--- src/rtl/gcd_if.sv ---
// Host-side operand/result bundle for the subtraction GCD unit.
interface gcd_if #(
    parameter int WIDTH = 16
);
    logic             start;
    logic [WIDTH-1:0] data_in;
    logic [WIDTH-1:0] a_out;
    logic [WIDTH-1:0] b_out;
    logic             done;

    modport master (
        output start,
        output data_in,
        input  a_out,
        input  b_out,
        input  done
    );

    modport slave (
        input  start,
        input  data_in,
        output a_out,
        output b_out,
        output done
    );
endinterface

--- src/rtl/gcd_unit.sv ---
// Iterative unsigned GCD by repeated subtraction.
// Operands arrive serially on data_in; result is held on a_out with done.
module gcd_unit #(
    parameter int WIDTH = 16
) (
    input  logic  clk,
    input  logic  rst_n,
    gcd_if.slave  io
);

    typedef enum logic [2:0] {
        IDLE,
        LOAD_A,
        LOAD_B,
        COMPARE,
        DONE
    } state_t;

    state_t           state_q, state_d;
    logic [WIDTH-1:0] a_q, a_d;
    logic [WIDTH-1:0] b_q, b_d;

    logic             eq, gt, a_zero, b_zero;
    logic [WIDTH-1:0] a_minus_b, b_minus_a;

    assign eq        = (a_q == b_q);
    assign gt        = (a_q > b_q);
    assign a_zero    = (a_q == '0);
    assign b_zero    = (b_q == '0);
    assign a_minus_b = a_q - b_q;
    assign b_minus_a = b_q - a_q;

    always_ff @(posedge clk or negedge rst_n) begin
        if (!rst_n) begin
            state_q <= IDLE;
            a_q     <= '0;
            b_q     <= '0;
        end else begin
            state_q <= state_d;
            a_q     <= a_d;
            b_q     <= b_d;
        end
    end

    always_comb begin
        state_d = state_q;
        a_d     = a_q;
        b_d     = b_q;
        unique case (state_q)
            IDLE: begin
                if (io.start) state_d = LOAD_A;
            end
            LOAD_A: begin
                a_d     = io.data_in;
                state_d = LOAD_B;
            end
            LOAD_B: begin
                b_d     = io.data_in;
                state_d = COMPARE;
            end
            COMPARE: begin
                // Zero checks precede subtraction so gcd(x,0) and gcd(0,x) terminate
                if (eq) begin
                    state_d = DONE;
                end else if (b_zero) begin
                    state_d = DONE;
                end else if (a_zero) begin
                    a_d     = b_q;
                    state_d = DONE;
                end else if (gt) begin
                    a_d = a_minus_b;
                end else begin
                    b_d = b_minus_a;
                end
            end
            DONE: begin
                if (!io.start) state_d = IDLE;
            end
            default: state_d = IDLE;
        endcase
    end

    assign io.a_out = a_q;
    assign io.b_out = b_q;
    assign io.done  = (state_q == DONE);

endmodule

--- src/flat_wrapper.sv ---
// flat-port wrapper written by rule: the top's interface ports become plain ports
module gcd_unit_flat 
#(
    parameter int WIDTH = 16
)
  (clk, rst_n, io_start, io_data_in, io_a_out, io_b_out, io_done);
  gcd_if #(.WIDTH(WIDTH)) io_i ();
  input  logic clk;
  input  logic rst_n;
  input wire logic [$bits(io_i.start)-1:0] io_start;
  input wire logic [$bits(io_i.data_in)-1:0] io_data_in;
  output wire logic [$bits(io_i.a_out)-1:0] io_a_out;
  output wire logic [$bits(io_i.b_out)-1:0] io_b_out;
  output wire logic [$bits(io_i.done)-1:0] io_done;
  assign io_i.start = io_start;
  assign io_i.data_in = io_data_in;
  assign io_a_out = io_i.a_out;
  assign io_b_out = io_i.b_out;
  assign io_done = io_i.done;
  gcd_unit #(.WIDTH(WIDTH)) u_core (.clk(clk), .rst_n(rst_n), .io(io_i));
endmodule
--- config.mk ---
export PLATFORM = sky130hd
export DESIGN_NAME = gcd_unit_flat
export DESIGN_NICKNAME = d
export VERILOG_FILES = /design/src/rtl/gcd_if.sv /design/src/rtl/gcd_unit.sv /design/src/flat_wrapper.sv
export SDC_FILE = /design/constraint.sdc
export NUM_CORES = 1
export LEC_CHECK = 0
export CORE_ASPECT_RATIO = 0.7
export CORE_MARGIN = 2
export CORE_UTILIZATION = 50
export DETAILED_ROUTE_END_ITERATION = 16
export GPL_TIMING_DRIVEN = 0
export PLACE_DENSITY = 0.75
export SYNTH_ARGS = -nofsm -noshare
export SYNTH_HDL_FRONTEND = slang
export SYNTH_SLANG_ARGS = --single-unit
export TNS_END_PERCENT = 5
--- constraint.sdc ---
create_clock -name clk -period 3.1 [get_ports clk]
set_input_delay 0.31 -clock clk [delete_from_list [all_inputs] [get_ports clk]]
set_output_delay 0.31 -clock clk [all_outputs]
set_load 0.005 [all_outputs]
# After elaboration in Yosys (flattened, before gate mapping)
# Cells that the tools add are included.
[word_totals] regBits=35 inputBits=19 output_inout_bits=33
[op_classes] addsub=2 n_lt_le_gt_ge=1 eq_ne=13 mux=16 n_reduce_logical=8
[op_table] op="$mux 16" n=8
[op_table] op="$pmux 16 s2" n=2
[op_table] op="$logic_not 16->1" n=2
[op_table] op="$sub 16x16->16" n=2
[op_table] op="$eq 16x16->1" n=1
[op_table] op="$gt 16x16->1" n=1
[op_table] op="$mux 3" n=5
[op_table] op="$pmux 3 s5" n=1
[op_table] op="$ne 2x2->1 const B" n=6
[op_table] op="$eq 3x2->1 const B" n=2
[op_table] op="$reduce_and 5->1" n=1
[op_table] op="$ne 4x1->1 const B" n=1
[op_table] op="$reduce_and 4->1" n=1
[op_table] op="$reduce_bool 2->1" n=2
[op_table] op="$eq 3x1->1 const B" n=1
[op_table] op="$eq 3x3->1 const B" n=1
[op_table] op="$logic_not 3->1" n=1
[op_table] op="$ne 3x1->1 const B" n=1
[op_table] op="$reduce_and 3->1" n=1

# Longest topological paths before layout
# Gate-level depths: netlist of run 1.
[logic_depth] ltp_word=6 ltp_mapped=12

# Worst setup path before layout of run 1
# No wires, ideal clock.
[synth_path] path_kind="reg2reg" start="register u_core.b_q[4], in the netlist u_core.io.b_out[4]" end="register u_core.b_q[15], in the netlist u_core.io.b_out[15]" arrival_ns=2.402 setup_slack_ns=0.573 path_stages_with_launch=11 synth_period_minus_slack_ns=2.527 path_cell_list="dfrtp_1 > inv_1 > ha_1 > buf_2 > nand4_1 > or4_4 > o21ai_2 > a21oi_2 > a21oi_4 > buf_12 > mux2_4"
[synth_via] elab_chain_len=6
[synth_rtl] item="start, declared" line="gcd_unit.sv:21" source="logic [WIDTH-1:0] b_q, b_d;"
[synth_rtl] item="start signal, assigned" line="gcd_unit.sv:37" source="b_q <= '0;"
[synth_rtl] item="start signal, assigned" line="gcd_unit.sv:41" source="b_q <= b_d;"
[synth_rtl] item="$sub 16x16->16" line="gcd_unit.sv:31" source="assign b_minus_a = b_q - a_q;"
[synth_rtl] item="$mux 16" line="gcd_unit.sv:70" source="end else if (gt) begin"
[synth_rtl] item="$mux 16" line="gcd_unit.sv:67" source="end else if (a_zero) begin"
[synth_rtl] item="$mux 16" line="gcd_unit.sv:65" source="end else if (b_zero) begin"
[synth_rtl] item="$mux 16" line="gcd_unit.sv:63" source="if (eq) begin"
[synth_rtl] item="$pmux 16 s2" line="gcd_unit.sv:49" source="unique case (state_q)"
# Parallel ways exist; a longest one is shown, timed or not. The select of a mux whose other input is x is not followed.
# A chain may end at the register's enable or synchronous reset.

# Final worst setup path of run 1
[layout_path] start="register u_core.b_q[13], in the netlist u_core.io.b_out[13]" end="register u_core.b_q[15], in the netlist u_core.io.b_out[15]"
# Same word-level chain as after synthesis.

==> results of run 1 <==
[logic make-up after synthesis]
kind of cell | synth area share
xor gates and xnor gates | 0.0632
adders and majority gates | 0.124
muxes | 0.0712
AOI/OAI and AO/OA | 0.241
buffers and inverters | 0.0842
DFF | 0.253
and+or+nand+nor | 0.164
[stage by stage]
stage	cells	TNS, ns	hold WS (ns)	util
6_report	583	0	0.0914	0.623
5_1_grt	583	0	0.161	0.623
4_1_cts	583	0	0.132	0.620
3_5_place_dp	575	-0.224	0.459	0.608
3_3_place_gp	575	0	0.456	0.608
2_1_floorplan	430	0	0.0144	-
[registers in the layout, summed over array words and instances (netlist names)]
signal           count
u_core.state_q       3
u_core.io.a_out     16
u_core.io.b_out     16
[synthesized netlist by cell type, types with 8 or more instances]
| cell | count | area [sq um] |
|---|---|---|
| ha_1 | 31 | 388 |
| nand2b_1 | 9 | 56.3 |
| clkbuf_1 | 10 | 37.5 |
| nor2_1 | 32 | 120 |
| mux2_2 | 9 | 101 |
| nand2_1 | 46 | 173 |
| nor4_1 | 8 | 50.1 |
| xor2_1 | 10 | 87.6 |
| inv_1 | 34 | 128 |
| xnor2_1 | 15 | 131 |
| a211oi_1 | 8 | 60.1 |
| o21ai_0 | 48 | 240 |
| dfrtp_1 | 35 | 876 |
| nand4_1 | 9 | 56.3 |
| a21oi_1 | 42 | 210 |
[worst max path at each step]
stage / end / slack [ns] / depth (start not counted)
after floorplan: u_core.io.b_out[15]$_DFFE_PN0P_ / 0.57 / 10
after global placement: u_core.io.b_out[8]$_DFFE_PN0P_ / 0.02 / 10
after detailed placement: u_core.io.b_out[15]$_DFFE_PN0P_ / -0.03 / 10
after CTS: u_core.io.b_out[15]$_DFFE_PN0P_ / 0.09 / 10
after global routing: u_core.io.b_out[3]$_DFFE_PN0P_ / 0.05 / 10
final: u_core.io.b_out[15]$_DFFE_PN0P_ / 0.15 / 10
[final cells by class]
type | count | area share
clock buffer | 7 | 0.0182
tap | 94 | 0.0281
inverter | 34 | 0.0305
buffer | 26 | 0.0391
timing repair buffer | 51 | 0.121
clock inverter | 1 | 0.00120
sequential | 35 | 0.209
multi-input combinational | 335 | 0.553
[worst reg2reg max path: cells and delay by family, from the launching register on]
kind            cells  cell delay, ns
simple gates        2            0.73
compound gates      3            0.55
buf+inv             3            0.51
flops               1            0.46
mux                 1            0.31
fa+ha+maj           1            0.27
[routing by layer]
metal  track usage  share of wire  vias up
li1              -              -     1635
met1         0.491           0.47     1605
met2         0.444           0.40      201
met3        0.0695           0.11       29
met4         0.101          0.024        0
met5             0              0        -
[repair_timing]
action / 4_1_cts / 5_1_grt
hold buffers: 0 / 0
resized for setup: 1 / 4
setup endpoints to repair: 18 / 23
pin swaps: 0 / 1
==> metrics.txt, run 1 <==
status complete, no violations; area post-placement 4090 sq um; Final ANT Viol Nets 0; setup violators final 0; Chip Height 73.6 microns; Synth-to-Final Area Change 20.9%; number of distinct library cells after synthesis 55; final worst-path cycle share 0.951; Peak Freq 0.339 GHz; Top Ports 52; crit path kind flop to flop; via count 3470; placed wire-length estimate 8720 microns; Setup Skew 0.00816 ns; drt pass-1 iters 7; final worst slack 0.151 ns; cts bufs inserted 5; CP max stage cell or4_4; most frequent cells in the layout clkdlybuf4s50_1, o21ai_0, nand2_1, a21oi_1; Mapped Nets 482; largest net degree at the start of global routing 36; Die X 103 microns; min Tclk post-route 2.95 ns; Clock Latency Late Sink 0.30 ns; ys flop type dfrtp_1; Slew Viols, Final 0; number of synthesis warnings 0; critical path's top delay family simple AND/OR/NAND/NOR gates; sequential share of the synthesized area 0.253; GR Util All Layers 0.321; DRC 0; global-route wire length before repair 17900 microns; Fin. Hold Viols 0; CTS sink cnt 35; CTS tree built; post-synthesis instance total 430; Wirelength per Cell between 15 and 20 microns; CP Data Required Time 3.29 ns; CTS Buffer Depth 2; Worst Reg2Reg Path Length in Cells 10; Root Driver clkbuf_8; Avg Cell Area, Syn 8.05 sq um; max incr delay on CP ~0.55 ns; worst-path cell chain inv_1 -> ha_1 -> buf_2 -> nand4_1 -> or4_4 -> o21ai_2 -> a21oi_2 -> a21oi_4 -> buf_12 -> mux2_4; CP Buf/Inv Count 3; register area just under 900 sq um; EDFF count, synth 0; commonest non-fill, non-tap cell in the layout clkdlybuf4s50_1; Setup crit start u_core.io.b_out[13]$_DFFE_PN0P_; fraction of registers with async set/reset 1.00; vias in the first global route 3219; Worst setup SP type flop; Buffers on Ports 51; Core ar. 6730 sq um; NumNets Final 540; Clock transition at path regs 0.08 ns; diode count 0; FF-to-FF setup slack 0.15 ns; Max-slew headroom 0.460; RSZ-0062 raised after global routing no; Die Area 7620 sq um; Row Count 25; via-per-instance ratio 5.95; Max-Cap Viols 0; Crit Reg-Reg Endpoint u_core.io.b_out[15]$_DFFE_PN0P_; placer congestion estimate 1.10; CP Max Fanout 10; H-tree levels 2; WP data arrival 3.14 ns; FF-to-FF Start u_core.io.b_out[13]$_DFFE_PN0P_; Post-Place Worst Slack -0.0310 ns; gr ovfl total 0; initial antenna violation count 0; WL final 11500 microns; fin area 4190 sq um; layout cells sized above 1 0.102; hold crit path type primary input to async pin; Worst Max-Slew Pin Slew 0.810 ns; kind of end point of the critical path flop; Initial Util 0.515; Initial DRC Count 372; synthesized flop and latch total 35; Setup Buffers After CTS 0; multi-input logic area ~2300 sq um; # fillers 631; post-synthesis cell area around 3500 sq um
Power of run 1 is not shown: default switching activity piles up to over one toggle a cycle in this logic, so the estimate is an artifact.
==> run 2: changes to the inputs <==
clock period = 3.3 ns   (was 3.1 ns; I/O delays follow)
==> run 2 against run 1 <==
Count of clock-buffer cells in the layout did not move. Clock skew is 0.00071 ns lower. First-iteration DRC count rose by 8.1%. Routed wire length is 0.15% lower. Final cell count is the same. Critical endpoint is now u_core.io.b_out[10]$_DFFE_PN0P_. Utilization down 0.22 points. Hold slack better by 0.024 ns.
==> metrics.txt, run 2 (synthesis results as in run 1) <==
NumNets Final 540 (unchanged); Setup Skew 0.00745 ns (was 0.00816 ns); Max-Cap Viols 0 (unchanged); Chip Height 73.6 microns (unchanged); Wirelength per Cell 19.8 microns (about the same); drt pass-1 iters 7 (unchanged); hold crit path type primary input to async pin (unchanged); cts bufs inserted 5 (unchanged); CTS Buffer Depth 2 (unchanged); Row Count 25 (unchanged); placed wire-length estimate 8720 microns (unchanged); via count 3479 (was 3470); setup violators final 0 (unchanged); CTS sink cnt 35 (unchanged); Hold Worst Slack 0.116 ns (was 0.0914 ns); most frequent cells in the layout clkdlybuf4s50_1, o21ai_0, nand2_1, a21oi_1, dfrtp_1 (was clkdlybuf4s50_1, o21ai_0, nand2_1, a21oi_1); Initial DRC Count 402 (was 372); placer congestion estimate 1.10 (unchanged); Worst Max-Slew Pin Slew 0.814 ns (was 0.810 ns); Sum Neg Setup Slack 0 ns (unchanged); status complete, no violations (unchanged); Slew Viols, Final 0 (unchanged); H-tree levels 2 (unchanged); Clock transition at path regs 0.08 ns (about the same); Buffers on Ports 51 (unchanged); register area 876 sq um (was 877 sq um); initial antenna violation count 0 (unchanged); multi-input logic area 2300 sq um (was 2310 sq um); Clock Latency Late Sink 0.30 ns (about the same); GR Util All Layers 0.321 (about the same); largest net degree at the start of global routing 36 (unchanged); Final ANT Viol Nets 0 (unchanged); gr ovfl total 0 (unchanged); final worst-path cycle share 0.925 (was 0.951); Root Driver clkbuf_8 (unchanged); diode count 0 (unchanged); vias in the first global route 3216 (was 3219); CP Data Required Time 3.49 ns (was 3.29 ns); commonest non-fill, non-tap cell in the layout clkdlybuf4s50_1 (unchanged); kind of end point of the critical path flop (unchanged); Initial Util 0.515 (unchanged); Cell Count, Final, Fillers Out 583 (unchanged); crit path kind flop to flop (unchanged); global-route wire length before repair 17900 microns (about the same); placed cell count 575 (unchanged); # fillers 636 (was 631); min Tclk post-route 3.05 ns (was 2.95 ns); CTS tree built (unchanged); via-per-instance ratio 5.97 (was 5.95); Top Ports 52 (unchanged); CP Max Fanout 5 (was 10); WP data arrival 3.24 ns (was 3.14 ns); Peak Freq 0.328 GHz (was 0.339 GHz); Fin. Hold Viols 0 (unchanged); WL final 11500 microns (about the same); DRC 0 (unchanged); Core ar. 6730 sq um (unchanged); Die Area 7620 sq um (unchanged); Worst setup SP type flop (unchanged); Synth-to-Final Area Change 20.5% (was 20.9%); Die X 103 microns (unchanged); RSZ-0062 raised after global routing no (unchanged); Max-slew headroom 0.457 (was 0.460); layout cells sized above 1 0.0982 (was 0.102)
## run 2: cell counts in the layout (fill, tap and decap cells not counted)
Identical to the previous run, type by type.
## run 2: final cells by class
cell class | instances | area share
inverters | 34 | 0.0306
repair buffers | 51 | 0.121
well taps | 94 | 0.0282
clock buffers | 7 | 0.0183
multi-input cells | 335 | 0.551
clock inverters | 1 | 0.00120
flip-flops and latches | 35 | 0.210
plain buffers | 26 | 0.0393
## run 2: metrics by stage
step / cell area, sq um / setup slack [ns] / utilization
floorplan: 3460 / 0.773 / -
global placement: 4090 / 0.216 / 0.608
detailed placement: 4090 / 0.169 / 0.608
CTS: 4170 / 0.150 / 0.620
global route: 4170 / 0.0716 / 0.620
finish: 4170 / 0.248 / 0.620
## run 2: path summary, 6_finish.rpt
| path | slack, ns | cells past startpoint | from | endpoint |
|---|---|---|---|---|
| max | 0.25 | 10 | u_core.io.b_out[0]$_DFFE_PN0P_ | u_core.io.b_out[10]$_DFFE_PN0P_ |
| min | 0.12 | 1 | rst_n | u_core.io.b_out[6]$_DFFE_PN0P_ |
| max reg2reg | 0.25 | 10 | u_core.io.b_out[0]$_DFFE_PN0P_ | u_core.io.b_out[10]$_DFFE_PN0P_ |
| min reg2reg | 0.48 | 1 | u_core.state_q[2]$_DFFE_PN0P_ | u_core.state_q[0]$_DFFE_PN0P_ |
| max in group asynchronous | 2.66 | 1 | rst_n | u_core.io.a_out[13]$_DFFE_PN0P_ |
| min in group clk | 0.48 | 1 | u_core.state_q[2]$_DFFE_PN0P_ | u_core.state_q[0]$_DFFE_PN0P_ |
## run 2: worst max-delay path: stages (launching register included)
cell and delay, ns:
dfrtp_1 0.49, inv_1 0.10, ha_1 0.23, fa_1 0.39, nand2b_1 0.17, a21oi_1 0.35, a21boi_1 0.22, o221ai_1 0.44
xnor2_1 0.16, o21ai_0 0.09, mux2_2 0.29
## run 2: repair_timing
item,CTS,global route
setup endpoints to repair,0,21
hold buffers,0,0
buffers inserted,0,0
gates resized for setup,0,1
endpoints found under the hold margin,0,0
## run 2: layer usage
layer / up-vias / GRT usage / share of wire
met2: 210 / 0.444 / 0.39
met4: 0 / 0.101 / 0.025
met3: 30 / 0.0695 / 0.12
met1: 1607 / 0.491 / 0.46
met5: - / 0 / 0
li1: 1632 / - / -
Power of run 2 is left out for the same reason.
==> RTL change 1, RTL diff (config.mk and constraints of run 1) <==
Reset style: synchronous (`rst_n`), changed in one clocked block.
--- a/src/rtl/gcd_unit.sv
+++ b/src/rtl/gcd_unit.sv
@@ -32,3 +32,3 @@
 
-    always_ff @(posedge clk or negedge rst_n) begin
+    always_ff @(posedge clk) begin
         if (!rst_n) begin
Formal check against the unedited RTL: differs if rst_n is asserted again (counterexample within 4 cycles, from zero or initial values and one cycle with rst_n low); with rst_n held inactive, the same outputs for 4 cycles.
==> RTL change 1 against run 1 <==
- worst setup slack lost 0.035 ns
- wire length grew 4.9%
- sequential cell count is the same
- cell area grew 3.6%
- critical endpoint is now u_core.io.b_out[13]$_SDFFE_PN0P_
- first-iteration DRC count shrank 1.9%
- area after synthesis grew 0.40%
==> RTL change 1: results (changes against run 1) <==
| Metric | Value |
|---|---|
| Synth Area in Adders | `12.31% (was 12.36%)` |
| Gr usage total | `31.76% (was 32.12%)` |
| Placed Cells | `610 (was 575)` |
| Worst min path class | `reg2reg (was in2async)` |
| Setup WS pre-CTS | `-0.2182 ns (was -0.03103 ns)` |
| CP arrival | `3.21 ns (was 3.14 ns)` |
| Synth Area in Compound Gates | `32.42% (was 24.13%)` |
| Flop-to-flop setup slack | `0.12 ns (was 0.15 ns)` |
| Hold WS | `0.5226 ns (was 0.09141 ns)` |
| Worst reg2reg path startpoint | `u_core.io.b_out[6]$_SDFFE_PN0P_ (was u_core.io.b_out[13]$_DFFE_PN0P_)` |
| Worst reg2reg path depth | `12 (was 10)` |
| Pin count of the biggest net entering global routing | `11 (was 36)` |
| Seq. cell area | `716.9 sq um (was 877.1 sq um)` |
| CP max stage delay | `0.53 ns (was 0.55 ns)` |
| Proportion of cell area spent on the clock network | `1.874% (was 1.942%)` |
| Cts repair resizes | `5 (was 1)` |
| Post-Synth XOR/XNOR Area | `4.282% (was 6.322%)` |
| Sequential cell area share | `16.52% (was 20.94%)` |
| CP max FO | `9 (was 10)` |
| Top post-synthesis cells by area | `dfxtp_1 (20%), ha_1 (11%), nor2_1 (5.4%) (was dfrtp_1 (25%), ha_1 (11%), o21ai_0 (6.9%))` |
| Worst Skew | `0.01135 ns (was 0.008159 ns)` |
| Mux cell area share after synthesis | `1.151% (was 7.117%)` |
| Yosys top cell by area | `dfxtp_1 (was dfrtp_1)` |
| Layout fillers | `644 (was 631)` |
| Count of multi-input gates | `361 (was 335)` |
| Gpl congestion | `1.017 (was 1.101)` |
| Run status | `completed (unchanged)` |
| First-pass GRT wire length | `18.98 mm (was 17.92 mm)` |
| Drt first pass iters | `5 (was 7)` |
| Non-clk buf share | `17.15% (was 15.98%)` |
| Final Util | `64.24% (was 62.27%)` |
| Fraction of area in multi-input gates | `58.55% (was 55.27%)` |
| DR WL met2 | `5.086 mm (was 4.643 mm)` |
| Syn avg cell area | `7.478 sq um (was 8.054 sq um)` |
| Metal3 WL | `1.234 mm (was 1.219 mm)` |
| M1 wire length | `5.553 mm (was 5.409 mm)` |
| Cell Area, Placed | `0.004105 sq mm (was 0.004086 sq mm)` |
| Routed length per instance | `19.35 um (was 19.80 um)` |
| Vias | `3,905 (was 3,470)` |
| Worst R2R End | `u_core.io.b_out[13]$_SDFFE_PN0P_ (was u_core.io.b_out[15]$_DFFE_PN0P_)` |
| CP max-delay cell | `or4_1 (was or4_4)` |
| Number of global-route vias before repair | `3,610 (was 3,219)` |
==> RTL change 1: worst max-delay path by stage <==
stage | endpoint | start | slack (ns) | depth (start not counted)
floorplan | u_core.io.b_out[13]$_SDFFE_PN0P_ | u_core.io.b_out[1]$_SDFFE_PN0P_ | 0.34 | 10
global placement | u_core.io.b_out[13]$_SDFFE_PN0P_ | u_core.io.b_out[1]$_SDFFE_PN0P_ | -0.22 | 10
detailed placement | u_core.io.b_out[13]$_SDFFE_PN0P_ | u_core.io.b_out[1]$_SDFFE_PN0P_ | -0.22 | 10
CTS | u_core.io.b_out[3]$_SDFFE_PN0P_ | u_core.io.b_out[2]$_SDFFE_PN0P_ | -0.02 | 12
global route | u_core.io.a_out[5]$_SDFFE_PN0P_ | u_core.io.a_out[0]$_SDFFE_PN0P_ | -0.04 | 12
finish | u_core.io.b_out[13]$_SDFFE_PN0P_ | u_core.io.b_out[6]$_SDFFE_PN0P_ | 0.12 | 12
==> RTL change 1: critical path, delay by kind of cell, from the launching register on <==
family | cells | cell delay (ns)
compound gates | 4 | 0.76
fa+ha+maj | 1 | 0.28
simple gates | 4 | 1.08
buf+inv | 3 | 0.43
flops | 1 | 0.37
==> RTL change 1: power breakdown <==
group          total [mW]  switching (mW)  leakage (nW)  internal (mW)
clock               0.342           0.184        0.0422          0.158
sequential          0.826           0.224         0.291          0.602
combinational        4.55            2.62          1.35           1.93
==> RTL change 1: logic make-up (layout without fill, tap and decap cells) <==
kind of cell | after synthesis | count (layout)
and+or+nand+nor | 155 | 155
AOI/OAI and AO/OA | 152 | 152
adders and majority gates | 33 | 33
DFF | 35 | 35
buffers and inverters | 69 | 136
muxes | 4 | 4
xor gates and xnor gates | 17 | 17
==> RTL change 2, RTL diff (flow settings as in run 1) <==
Without the edit above. `WIDTH` is set to 16 in 3 places; all go to 32.
--- a/src/rtl/gcd_if.sv
+++ b/src/rtl/gcd_if.sv
@@ -2,3 +2,3 @@
 interface gcd_if #(
-    parameter int WIDTH = 16
+    parameter int WIDTH = 32
 );
--- a/src/rtl/gcd_unit.sv
+++ b/src/rtl/gcd_unit.sv
@@ -3,3 +3,3 @@
 module gcd_unit #(
-    parameter int WIDTH = 16
+    parameter int WIDTH = 32
 ) (
--- a/src/flat_wrapper.sv
+++ b/src/flat_wrapper.sv
@@ -3,3 +3,3 @@
 #(
-    parameter int WIDTH = 16
+    parameter int WIDTH = 32
 )
Ports: changed (resized io_a_out, io_b_out and io_data_in); port bits go from 52 to 100. No check against the original RTL was run, so the function may have changed too.
==> RTL change 2 against run 1 <==
- the flow now finishes with violations (setup timing)
- area after synthesis is 100% higher
- sequential cell count is 32 higher
- wire length rose to 2.7 times the old value
- die area increased by 95%
- worst hold slack improved by 0.32 ns
- worst setup slack got worse by 0.20 ns
- clock skew increased by 0.0051 ns
- cell area grew 130%
- critical path depth increased by 2
Power is left out: the tool's default activity adds up to more than one toggle a clock period on the data nets, which glitch-free logic cannot reach.
==> RTL change 2: results (changes against run 1) <==
| Metric | Value |
|---|---|
| Run status | `finished, violations left (was completed)` |
| Failing checks | `setup timing` |
| Sequential cell area share | `17.54% (was 20.94%)` |
| Gpl congestion | `1.035 (was 1.101)` |
| Worst reg2reg path startpoint | `u_core.io.a_out[23]$_DFFE_PN0P_ (was u_core.io.b_out[13]$_DFFE_PN0P_)` |
| Cell variety after synth | `67 (was 55)` |
| Non-clock buffers | `223 (was 77)` |
| DP Wirelength | `21.38 mm (was 8.717 mm)` |
| Routed length per instance | `23.92 um (was 19.80 um)` |
| Mux cell area share after synthesis | `0.7394% (was 7.117%)` |
| Final WS setup | `-0.04970 ns (was 0.1506 ns)` |
| Syn avg cell area | `7.533 sq um (was 8.054 sq um)` |
| Layout fillers | `1,057 (was 631)` |
| Root Buffer | `clkbuf_16 (was clkbuf_8)` |
| Count of multi-input gates | `716 (was 335)` |
| CP max stage delay | `0.44 ns (was 0.55 ns)` |
| Synth Area in Adders | `11.94% (was 12.36%)` |
| CP max-delay cell | `dfrtp_2 (was or4_4)` |
| Cts repair resizes | `70 (was 1)` |
| Multi-input logic area | `0.005295 sq mm (was 0.002315 sq mm)` |
| CTS hold repair buffers | `1 (was 0)` |
| Worst-Skew Late Latency | `0.35 ns (was 0.30 ns)` |
| Syn Nets | `1,021 (was 482)` |
| Drt first pass iters | `6 (was 7)` |
| Endpoints failing setup | `19 (was 0)` |
| Gr usage total | `40.12% (was 32.12%)` |
| Synth top cells by count | `a21oi_1 (104), nand2_1 (86), o21ai_0 (86), inv_1 (75), nor2_1 (71) (was o21ai_0 (48), nand2_1 (46), a21oi_1 (42), dfrtp_1 (35), inv_1 (34))` |
| Invs w/o clock | `75 (was 34)` |
| CP arrival | `3.37 ns (was 3.14 ns)` |
| First-pass GRT wire length | `43.75 mm (was 17.92 mm)` |
| Worst-path clk slew | `0.06 ns (was 0.08 ns)` |
| Synth Area in Compound Gates | `30.60% (was 24.13%)` |
| Post-Synth XOR/XNOR Area | `7.069% (was 6.322%)` |
| Rel. slew slack | `29.47% (was 46.00%)` |
| Flops & latches, synth | `67 (was 35)` |
| Worst R2R End | `u_core.io.b_out[21]$_DFFE_PN0P_ (was u_core.io.b_out[15]$_DFFE_PN0P_)` |
| Pin count of the biggest net entering global routing | `47 (was 36)` |
| Worst Skew | `0.01323 ns (was 0.008159 ns)` |
| Worst reg2reg path depth | `12 (was 10)` |
| Proportion of cell area spent on the clock network | `2.962% (was 1.942%)` |
| Top delay family on crit path | `compound AO/OA/AOI/OAI gates (was simple AND/OR/NAND/NOR gates)` |
| Max H-tree Level | `3 (was 2)` |
| DR iter-0 viols | `1,143 (was 372)` |
| Buffers on Ports | `99 (was 51)` |
| Top post-synthesis cells by area | `dfrtp_1 (24%), ha_1 (11%), a21oi_1 (7.5%) (was dfrtp_1 (25%), ha_1 (11%), o21ai_0 (6.9%))` |
| Proportion of layout cells with a drive suffix above 1 | `23.15% (was 10.22%)` |
| # nets final | `1,192 (was 540)` |
| CTS Buf Count | `9 (was 5)` |
| Register area share after synthesis | `24.17% (was 25.29%)` |
[RTL change 2: cell types whose count changed after synthesis, sizes merged, moves of 38 or more]
cell   before  now
a21oi      44  104
nor2       32   71
nand2      46   86
inv        34   75
o21ai      53   91
[RTL change 2: stage by stage]
stage                     hold slack, ns  instance area [sq um]  utilization [%]  TNS [ns]  worst slack [ns]
after floorplan                  0.01441                   6938                -         0           0.06477
after global placement            0.5157                   8160            61.10    -83.47            -1.003
after detailed placement          0.2425                   8185            61.28    -29.81           -0.9408
after CTS                         0.4280                   8915            66.74   -0.1550          -0.05288
after global routing              0.4644                   9758            73.06    -1.583           -0.1068
final                             0.4164                   9758            73.06   -0.2830          -0.04970
[RTL change 2: per-layer routing]
| metal | up-vias | wire [um] | GRT usage (%) |
|---|---|---|---|
| li1 | 3616 | - | - |
| met1 | 3901 | 13000 | 60.35 |
| met2 | 646 | 11950 | 53.59 |
| met3 | 93 | 4750 | 13.42 |
| met4 | 0 | 959 | 12.17 |
| met5 | - | 0 | 0 |
